### src/rtl/fetch_pkg.sv
// fetch_pkg: shared constants, entry layout and helpers for the instruction-fetch front end.
package fetch_pkg;

   // Default widths of the fetch datapath.
   localparam int DEF_XLEN = 32;
   localparam int DEF_AW   = 10;

   // Position of the opcode field inside an instruction word.
   localparam int OP_HI = DEF_XLEN - 1;
   localparam int OP_LO = DEF_XLEN - 6;

   // Opcode that stops further fetching once it has been captured.
   localparam logic [5:0] HLT_OP = 6'h3F;

   // One prefetch FIFO entry: the instruction word and the address it came from.
   typedef struct packed {
      logic [DEF_XLEN-1:0] instr;
      logic [DEF_AW-1:0]   pc;
   } fetch_entry_t;

   // 32-bit add that sticks at all-ones instead of wrapping.
   function automatic logic [31:0] sat_add32(input logic [31:0] a, input logic [31:0] b);
      logic [32:0] sum;
      sum = {1'b0, a} + {1'b0, b};
      return sum[32] ? 32'hFFFF_FFFF : sum[31:0];
   endfunction

endpackage

### src/rtl/fetch_queue_if.sv
// fetch_queue_if: instruction-memory port, branch redirect and decode handshake of the fetch unit.
interface fetch_queue_if #(
   parameter int XLEN = 32,
   parameter int AW   = 10
);
   logic            imem_req;
   logic [AW-1:0]   imem_addr;
   logic [XLEN-1:0] imem_rdata;
   logic            redirect;
   logic [AW-1:0]   redirect_pc;
   logic            instr_valid;
   logic [XLEN-1:0] instr;
   logic [AW-1:0]   instr_pc;
   logic            instr_ready;
   logic            halted;

   // Fetch unit side.
   modport master (
      output imem_req, imem_addr, instr_valid, instr, instr_pc, halted,
      input  imem_rdata, redirect, redirect_pc, instr_ready
   );

   // Memory / pipeline side.
   modport slave (
      input  imem_req, imem_addr, instr_valid, instr, instr_pc, halted,
      output imem_rdata, redirect, redirect_pc, instr_ready
   );
endinterface

### src/rtl/sync_fifo.sv
// sync_fifo: DEPTH-entry FIFO with register-based storage, occupancy count and flush.
// The head is read straight out of the storage registers, never from the write data.
module sync_fifo #(
   parameter int W     = 42,
   parameter int DEPTH = 4,
   parameter int CW    = $clog2(DEPTH) + 1
) (
   input  logic          clk1,
   input  logic          rst_n,
   input  logic          flush,
   input  logic          push,
   input  logic [W-1:0]  wdata,
   input  logic          pop,
   output logic [W-1:0]  head,
   output logic          head_valid,
   output logic [CW-1:0] count
);
   localparam int            PW   = $clog2(DEPTH);
   localparam logic [CW-1:0] FULL = CW'(DEPTH);
   localparam logic [CW-1:0] ONE  = {{(CW-1){1'b0}}, 1'b1};

   logic [W-1:0]  mem_r [DEPTH];
   logic [PW-1:0] wr_ptr_r;
   logic [PW-1:0] rd_ptr_r;
   logic [CW-1:0] count_r;
   logic          pop_ok_s;
   logic          push_ok_s;

   // Qualify push and pop against the current occupancy.
   always_comb begin
      pop_ok_s  = pop && (count_r != {CW{1'b0}});
      push_ok_s = push && ((count_r != FULL) || pop_ok_s);
   end

   // Storage, pointers and count; flush empties the queue in one cycle.
   always_ff @(posedge clk1 or negedge rst_n) begin
      if (!rst_n) begin
         for (int i = 0; i < DEPTH; i++) begin
            mem_r[i] <= {W{1'b0}};
         end
         wr_ptr_r <= {PW{1'b0}};
         rd_ptr_r <= {PW{1'b0}};
         count_r  <= {CW{1'b0}};
      end else if (flush) begin
         wr_ptr_r <= {PW{1'b0}};
         rd_ptr_r <= {PW{1'b0}};
         count_r  <= {CW{1'b0}};
      end else begin
         if (push_ok_s) begin
            mem_r[wr_ptr_r] <= wdata;
            wr_ptr_r        <= wr_ptr_r + {{(PW-1){1'b0}}, 1'b1};
         end
         if (pop_ok_s) begin
            rd_ptr_r <= rd_ptr_r + {{(PW-1){1'b0}}, 1'b1};
         end
         case ({push_ok_s, pop_ok_s})
            2'b10:   count_r <= count_r + ONE;
            2'b01:   count_r <= count_r - ONE;
            default: count_r <= count_r;
         endcase
      end
   end

   assign head       = mem_r[rd_ptr_r];
   assign head_valid = (count_r != {CW{1'b0}});
   assign count      = count_r;
endmodule

### src/rtl/fetch_queue.sv
// fetch_queue: PC generator, 1-cycle instruction-memory capture and DEPTH-entry prefetch FIFO.
// Optional build macro FETCH_STATS_EN adds stat_fetched / stat_flushed counters.
module fetch_queue #(
   parameter int            XLEN     = 32,
   parameter int            AW       = 10,
   parameter int            DEPTH    = 4,
   parameter logic [5:0]    HLT_OP   = fetch_pkg::HLT_OP,
   parameter logic [AW-1:0] RESET_PC = {AW{1'b0}}
) (
   input logic           clk1,
   input logic           rst_n,
   fetch_queue_if.master bus
`ifdef FETCH_STATS_EN
   ,
   output logic [31:0]   stat_fetched,
   output logic [31:0]   stat_flushed
`endif
);
   import fetch_pkg::*;

   localparam int          OP_W    = OP_HI - OP_LO + 1;
   localparam int          CW      = $clog2(DEPTH) + 1;
   localparam logic [CW:0] DEPTH_V = (CW+1)'(DEPTH);

   logic [AW-1:0]      pc_r;
   logic [AW-1:0]      inflight_pc_r;
   logic               inflight_r;
   logic               halted_r;
   logic [CW:0]        occupancy_s;
   logic               issue_s;
   logic               push_s;
   logic               pop_s;
   logic               hlt_s;
   logic [CW-1:0]      count_s;
   logic               head_valid_s;
   logic [XLEN+AW-1:0] head_s;

   // Issue, capture and pop decisions; redirect suppresses all three.
   always_comb begin
      occupancy_s = {1'b0, count_s} + {{CW{1'b0}}, inflight_r};
      issue_s     = rst_n && !bus.redirect && !halted_r && (occupancy_s < DEPTH_V);
      push_s      = inflight_r && !bus.redirect && !halted_r;
      pop_s       = head_valid_s && bus.instr_ready && !bus.redirect;
      hlt_s       = (bus.imem_rdata[XLEN-1 -: OP_W] == HLT_OP);
   end

   // PC, outstanding-request tracking and halt state.
   always_ff @(posedge clk1 or negedge rst_n) begin
      if (!rst_n) begin
         pc_r          <= RESET_PC;
         inflight_pc_r <= RESET_PC;
         inflight_r    <= 1'b0;
         halted_r      <= 1'b0;
      end else if (bus.redirect) begin
         pc_r       <= bus.redirect_pc;
         inflight_r <= 1'b0;
         halted_r   <= 1'b0;
      end else begin
         inflight_r <= issue_s;
         if (issue_s) begin
            pc_r          <= pc_r + {{(AW-1){1'b0}}, 1'b1};
            inflight_pc_r <= pc_r;
         end
         if (push_s && hlt_s) begin
            halted_r <= 1'b1;
         end
      end
   end

   sync_fifo #(
      .W     (XLEN + AW),
      .DEPTH (DEPTH),
      .CW    (CW)
   ) u_fifo (
      .clk1       (clk1),
      .rst_n      (rst_n),
      .flush      (bus.redirect),
      .push       (push_s),
      .wdata      ({bus.imem_rdata, inflight_pc_r}),
      .pop        (pop_s),
      .head       (head_s),
      .head_valid (head_valid_s),
      .count      (count_s)
   );

   assign bus.imem_req    = issue_s;
   assign bus.imem_addr   = pc_r;
   assign bus.instr_valid = head_valid_s;
   assign bus.instr       = head_s[XLEN+AW-1:AW];
   assign bus.instr_pc    = head_s[AW-1:0];
   assign bus.halted      = halted_r;

`ifdef FETCH_STATS_EN
   logic [31:0] stat_fetched_r;
   logic [31:0] stat_flushed_r;
   logic [31:0] flushed_words_s;

   // Words thrown away by a redirect: queued entries plus the outstanding response.
   always_comb begin
      flushed_words_s = 32'(count_s) + {31'd0, inflight_r};
   end

   // Saturating event counters, updated the cycle after the event.
   always_ff @(posedge clk1 or negedge rst_n) begin
      if (!rst_n) begin
         stat_fetched_r <= 32'd0;
         stat_flushed_r <= 32'd0;
      end else begin
         if (push_s) begin
            stat_fetched_r <= sat_add32(stat_fetched_r, 32'd1);
         end
         if (bus.redirect) begin
            stat_flushed_r <= sat_add32(stat_flushed_r, flushed_words_s);
         end
      end
   end

   assign stat_fetched = stat_fetched_r;
   assign stat_flushed = stat_flushed_r;
`endif
endmodule

### src/flat_wrapper.sv
// flat-port wrapper written by rule: the top's interface ports become plain ports
module fetch_queue_flat import fetch_pkg::*;
#(
   parameter int            XLEN     = 32,
   parameter int            AW       = 10,
   parameter int            DEPTH    = 4,
   parameter logic [5:0]    HLT_OP   = fetch_pkg::HLT_OP,
   parameter logic [AW-1:0] RESET_PC = {AW{1'b0}}
)
  (clk1, rst_n, bus_imem_req, bus_imem_addr, bus_instr_valid, bus_instr, bus_instr_pc, bus_halted, bus_imem_rdata, bus_redirect, bus_redirect_pc, bus_instr_ready);
  fetch_queue_if #(.XLEN(XLEN), .AW(AW)) bus_i ();
  input logic clk1;
  input logic rst_n;
  output wire logic [$bits(bus_i.imem_req)-1:0] bus_imem_req;
  output wire logic [$bits(bus_i.imem_addr)-1:0] bus_imem_addr;
  output wire logic [$bits(bus_i.instr_valid)-1:0] bus_instr_valid;
  output wire logic [$bits(bus_i.instr)-1:0] bus_instr;
  output wire logic [$bits(bus_i.instr_pc)-1:0] bus_instr_pc;
  output wire logic [$bits(bus_i.halted)-1:0] bus_halted;
  input wire logic [$bits(bus_i.imem_rdata)-1:0] bus_imem_rdata;
  input wire logic [$bits(bus_i.redirect)-1:0] bus_redirect;
  input wire logic [$bits(bus_i.redirect_pc)-1:0] bus_redirect_pc;
  input wire logic [$bits(bus_i.instr_ready)-1:0] bus_instr_ready;
  assign bus_imem_req = bus_i.imem_req;
  assign bus_imem_addr = bus_i.imem_addr;
  assign bus_instr_valid = bus_i.instr_valid;
  assign bus_instr = bus_i.instr;
  assign bus_instr_pc = bus_i.instr_pc;
  assign bus_halted = bus_i.halted;
  assign bus_i.imem_rdata = bus_imem_rdata;
  assign bus_i.redirect = bus_redirect;
  assign bus_i.redirect_pc = bus_redirect_pc;
  assign bus_i.instr_ready = bus_instr_ready;
  fetch_queue #(.XLEN(XLEN), .AW(AW), .DEPTH(DEPTH), .HLT_OP(HLT_OP), .RESET_PC(RESET_PC)) u_core (.clk1(clk1), .rst_n(rst_n), .bus(bus_i));
endmodule
### config.mk
export PLATFORM = sky130hd
export DESIGN_NAME = fetch_queue_flat
export DESIGN_NICKNAME = d
export VERILOG_FILES = /design/src/rtl/fetch_pkg.sv /design/src/rtl/fetch_queue_if.sv /design/src/rtl/sync_fifo.sv /design/src/rtl/fetch_queue.sv /design/src/flat_wrapper.sv
export SDC_FILE = /design/constraint.sdc
export NUM_CORES = 1
export LEC_CHECK = 0
export ABC_AREA = 1
export CAP_MARGIN = 40
export CELL_PAD_IN_SITES_DETAIL_PLACEMENT = 1
export CELL_PAD_IN_SITES_GLOBAL_PLACEMENT = 2
export CORE_UTILIZATION = 31
export DETAILED_ROUTE_END_ITERATION = 7
export PLACE_DENSITY_LB_ADDON = 0.08
export REMOVE_ABC_BUFFERS = 1
export SYNTH_ARGS = -nofsm -noshare
export SYNTH_HDL_FRONTEND = slang
export SYNTH_SLANG_ARGS = --single-unit
### constraint.sdc
create_clock -name clk1 -period 1.95 [get_ports clk1]
set_clock_uncertainty 0.15 [all_clocks]
set_input_delay 0.39 -clock clk1 [delete_from_list [all_inputs] [get_ports clk1]]
set_output_delay 0.39 -clock clk1 [all_outputs]
set_load 0.02 [all_outputs]
* Yosys cells after proc, flatten, opt, wreduce, memory -nomap -nowiden *
Index checks and enable logic that the tools add are counted.

storage, ports and cells
  register bits after elaboration = 197
  output and inout bits = 55

cells by class
  $add $sub $neg = 6
  order comparisons = 4
  equal/unequal tests = 4
  multiplexer cells = 17
  bitwise gates (word level) = 3
  reduce and logical (&&, ||, !) cells = 22

operator list
  kind                                                                  number
  168-bit bitwise mux                                                   1
  42-bit 2-to-1 mux                                                     3
  42-bit binary-select mux with 2-bit select                            1
  42-bit demux with 2-bit select                                        1
  10-bit 2-to-1 mux                                                     2
  1-bit logical AND                                                     11
  10-bit by 1-bit adder with 10-bit output, second input constant       1
  2-bit 2-to-1 mux                                                      4
  2-bit nonzero test                                                    4
  6-bit == test, second input constant                                  1
  3-bit greater-or-equal comparator, second input constant              2
  2-bit NOT with 3-bit output                                           2
  3-bit one-hot mux with 2 select lines                                 1
  3-bit nonzero test                                                    2
  2-bit by 1-bit adder with 2-bit output, second input constant         2
  3-bit by 1-bit adder with 4-bit output                                1
  4-bit by 3-bit < comparator with 1-bit output, second input constant  1
  2-bit AND reduction                                                   2
  3-bit by 1-bit adder with 3-bit output, second input constant         1
  3-bit by 1-bit < comparator with 1-bit output, second input constant  1
  1-bit 2-to-1 mux                                                      3
  3-bit 2-to-1 mux                                                      1
  3-bit != test, second input constant                                  1
  3-bit by 1-bit subtractor with 3-bit output, second input constant    1
  5 further kinds                                                       6

* Depth between registers and ports, before layout *
  depth in word-level cells = 9
  depth in mapped cells = 13
  gate-level depth less buffers = 13

* Cells and area by module *
From an unflattened synthesis, not the netlist that was laid out.

second synthesis, totals
  cell total of the unflattened synthesis = 1033
  area, all modules = 9048.7 µm²

modules (own cells, without submodules)
  module       times used  cells each  area an instance (µm²)  sequential area each (µm²)
  sync_fifo    1           878         7907.6                  4379.2
  fetch_queue  1           155         1141.1                  550.5

* Worst setup path before layout *
Ideal clock, no wire load.

  path kind = register to output
  from = reg u_core.u_fifo.rd_ptr_r[0]
  to = out bus_instr[10]
  arrival time = 1.464 ns
  data required time = 1.410 ns
  setup slack = -0.054 ns
  stages on the path, launching flop included = 6
  cells stage by stage = dfrtp_1 clkbuf_1 clkbuf_1 clkbuf_1 nor2_1 o22ai_1

on the way
  word-level cells in the longest chain between the ends = 4

ends and longest elaborated chain
  what                                                   line                source
  start: declaration                                     sync_fifo.sv:24     logic [PW-1:0] rd_ptr_r;
  start signal: assignment                               sync_fifo.sv:42     rd_ptr_r <= {PW{1'b0}};
  start signal: assignment                               sync_fifo.sv:46     rd_ptr_r <= {PW{1'b0}};
  start signal: assignment                               sync_fifo.sv:54     rd_ptr_r <= rd_ptr_r + {{(PW-1){1'b0}}, 1'b1};
  2-bit NOT with 3-bit output (implied by the code)      sync_fifo.sv:64     assign head = mem_r[rd_ptr_r];
  42-bit binary-select mux with 2-bit select             sync_fifo.sv:64
  42-bit 2-to-1 mux (implied by the code) (2 in series)  sync_fifo.sv:64
  end: declaration                                       flat_wrapper.sv:17  output wire logic [$bits(bus_i.instr)-1:0] bus_instr;

Every way passes these cells. The select of a mux whose other input is x is not followed.

* Worst setup path in the final report *
  from = reg u_core.u_fifo.rd_ptr_r[0]
  to = out bus_instr_pc[0]

on the way
  word-level cells in the longest chain between the ends = 4

ends and longest elaborated chain
  what                                                   line                source
  2-bit NOT with 3-bit output (implied by the code)      sync_fifo.sv:64
  42-bit binary-select mux with 2-bit select             sync_fifo.sv:64
  42-bit 2-to-1 mux (implied by the code) (2 in series)  sync_fifo.sv:64
  end: declaration                                       flat_wrapper.sv:18  output wire logic [$bits(bus_i.instr_pc)-1:0] bus_instr_pc;

Every way passes these cells. The select of a mux whose other input is x is not followed.

==> impl_metrics.toml <==
[grt]
grtUsageTotal = 0.232
grt_pass1_vias = 9740
grt_max_degree = 94
grt_pass1_wl_microns = 55600
grt-ovfl-total = 0
antenna_found_initial = 1

[floorplanning]
start_util = 0.319
dieWidth_microns = 177
dieArea_sq_mm = 0.0315
coreArea_sq_mm = 0.0300
die_y_microns = 177
num_rows = 63
num_io_pins = 101

[sta]
finalMaxSlewViolations = 0
max_clock_freq_ghz = 0.432
finalHoldViolations = 0
rsz0062_at_grt = "true"
fin_crit_sh = 1.19
tns_ns = -12.68
finalWorstSetupSlack_ns = -0.367
worst_pin_slew_ns = 0.603
fin_crit_ns = 2.32
maxSlewHeadroom = 0.598
finalSetupViolCount = 42

[power_and_ir_drop]
peakVddDrop_v = 0.000727
cellPowerDensity_mw_per_mm2 = 1480
p_leak_uw = 0.00656

[clock_network]
htreeDepth = 4
path_clk_slew_ns = 0.07
cts_buffers = 17
clockBufferDepth = 2
cts_root_buf = "clkbuf_16"
clock_sinks = 197
cts_tree = "built"
clk_latency_ns = 0.45

[place]
gp_congestion = 0.744
place_ws_ns = -0.431
portBuffers = 100
dp.cells = 1663
hpwl_microns = 20400

[routing]
drt-total-wl_microns = 35200
vias = 9090
drtIter0Drc = 406
route.detailed.drc = 0
dr.pass1.iters = 4
avgRoutedWirePerCell_microns = 20.5
vias_per_cell = 5.30
final_antenna_net_count = 0

[setup_path]
crit_path_max_fanout = 7
worstReg2RegEnd = "u_core.u_fifo.mem_r[95]"
rr_startpoint = "u_core.u_fifo.count[0]"
crit_chain = "buf_12 -> clkinv_16 -> buf_12 -> buf_16 -> nor2_4 -> o22ai_2 -> buf_6"
cp-end-kind = "primary output"
critPathTopFamily = "buffers and inverters"
crit_top_cell = "buf_12"
critPathBufInv = 5
r2r_setup_slack_ns = 0.11
slowest_stage = "dfrtp_2"
worst_setup_path_start_kind = "flop"
reg2regPathDepth = 9
max_stage_delay_ns = 0.42
critical_path_required_ns = 1.41
critPathKind = "flop to primary output"
cp.arrival_ns = 1.78

[finish]
final_nets = 1365
layout_commonest_cell = "nand2_1"
drive_above_1_share = 0.233
final_cell_mix = "nand2_1 (403), dfrtp_1 (195), nand4_1 (174)"
diodes = 0
regArea_sq_mm = 0.00493
multiInputGateArea_sq_mm = 0.00464
syn2layout_area_growth_pct = 39.5
fillCellCount = 3480
fin_cells = 1716

[run_status]
status = "finished, violations left"
violations = "negative setup slack"

[worst_hold_path]
min_delay_worst_endpoint = "u_core.bus.halted"
hold_path_depth = 5
min-delay-start = "bus_redirect"
worstHoldPathType = "primary input to flop"

[job]
drv_cap = 0

[synth]
synth_cell_types = 23
ys_seq_area_frac = 0.517
syn_inst = 1190
ys_warn_count = 0
mappedNetlistArea_sq_mm = 0.00954
ys_seq_elements = 197
postSynthAreaPerCell_sq_um = 8.02
metal layers:
layer | GRT usage | up-vias | wire length [microns]
li1 | - | 4327 | -
met4 | 0.0495 | 0 | 411
met3 | 0.0362 | 29 | 1170
met2 | 0.389 | 152 | 16800
met1 | 0.314 | 4582 | 16800
met5 | 0 | - | 0
worst max path at each step:
stage	cells past startpoint	to	start
after global routing	7	bus_instr[13]	u_core.u_fifo.rd_ptr_r[0]
after detailed placement	10	u_core.u_fifo.mem_r[68]	bus_redirect
after CTS	7	bus_instr[16]	u_core.u_fifo.rd_ptr_r[0]
final	7	bus_instr_pc[0]	u_core.u_fifo.rd_ptr_r[0]
after floorplan	7	u_core.u_fifo.mem_r[100]	u_core.u_fifo.count[1]
after global placement	4	bus_instr_pc[1]	u_core.u_fifo.rd_ptr_r[1]
what timing repair did:
action	CTS	global route
cloned	6	1
endpoints found under the setup margin	55	213
setup buffers	9	7
gates resized for setup	337	133
pin swaps	34	33
hold endpoints to repair	3	0
hold buffers	1	0
flip-flops by register name, summed over array words and instances, names as in the netlist:
signal                  flops
u_core.bus.imem_addr       10
u_core.u_fifo.wr_ptr_r      2
u_core.inflight_pc_r       10
u_core.u_fifo.mem_r       168
u_core.u_fifo.rd_ptr_r      2
u_core.bus.halted           1
u_core.inflight_r           1
u_core.u_fifo.count         3
cell families after synthesis:
kind of cell | share of synthesized area
flip-flops | 0.517
adder cells (fa/ha/maj) | 0.00865
buffers and inverters | 0.0594
AND/OR/NAND/NOR | 0.334
XOR/XNOR | 0.000918
AO/OA/AOI/OAI | 0.0808
report_power, final:
part	switching [uW]	internal, uW	total [uW]	leakage, uW
sequential	894	5200	6100	0.00262
combinational	5350	4280	9630	0.00364
clock	1680	2270	3950	0.000302
cell type report:
cell class              count  area share
repair buffers            210       0.187
clock inverters            14      0.0157
clock buffers              18      0.0322
flip-flops and latches    197       0.371
multi-input cells         861       0.348
well taps                 390      0.0367
inverters                  26     0.00968
stage by stage:
stage	utilization	total power, uW	hold slack [ns]	cell area, sq um
finish	0.444	19700	0.319	13300
global route	0.444	20800	0.340	13300
CTS	0.428	19000	0.322	12800
global placement	0.389	13800	0.273	11700
detailed placement	0.389	13900	0.264	11700
floorplan	-	9730	-0.0556	9070
synth_stat cells (all sizes together):
| cell | instances | area share |
|---|---|---|
| o31ai | 2 | 0.0016 |
| o211ai | 1 | 0.00079 |
| xor2 | 1 | 0.00092 |
| clkbuf | 50 | 0.020 |
| inv | 25 | 0.0098 |
| nand4 | 174 | 0.11 |
| ha | 5 | 0.0066 |
| nor3 | 1 | 0.00052 |
| nand3 | 37 | 0.021 |
| dfrtp | 197 | 0.52 |
| clkinv | 1 | 0.00039 |
| nor2 | 92 | 0.037 |
| o21ai | 97 | 0.051 |
| fa | 1 | 0.0021 |
| buf | 56 | 0.030 |
| o22ai | 42 | 0.028 |
| nand2 | 408 | 0.16 |
tightest hold or removal path: cells and delay by family:
kind / cells / cell delay [ns]
compound gates: 1 / 0.08
buf+inv: 2 / 0.26
simple gates: 2 / 0.14
Power figures use the tool's default switching activity.
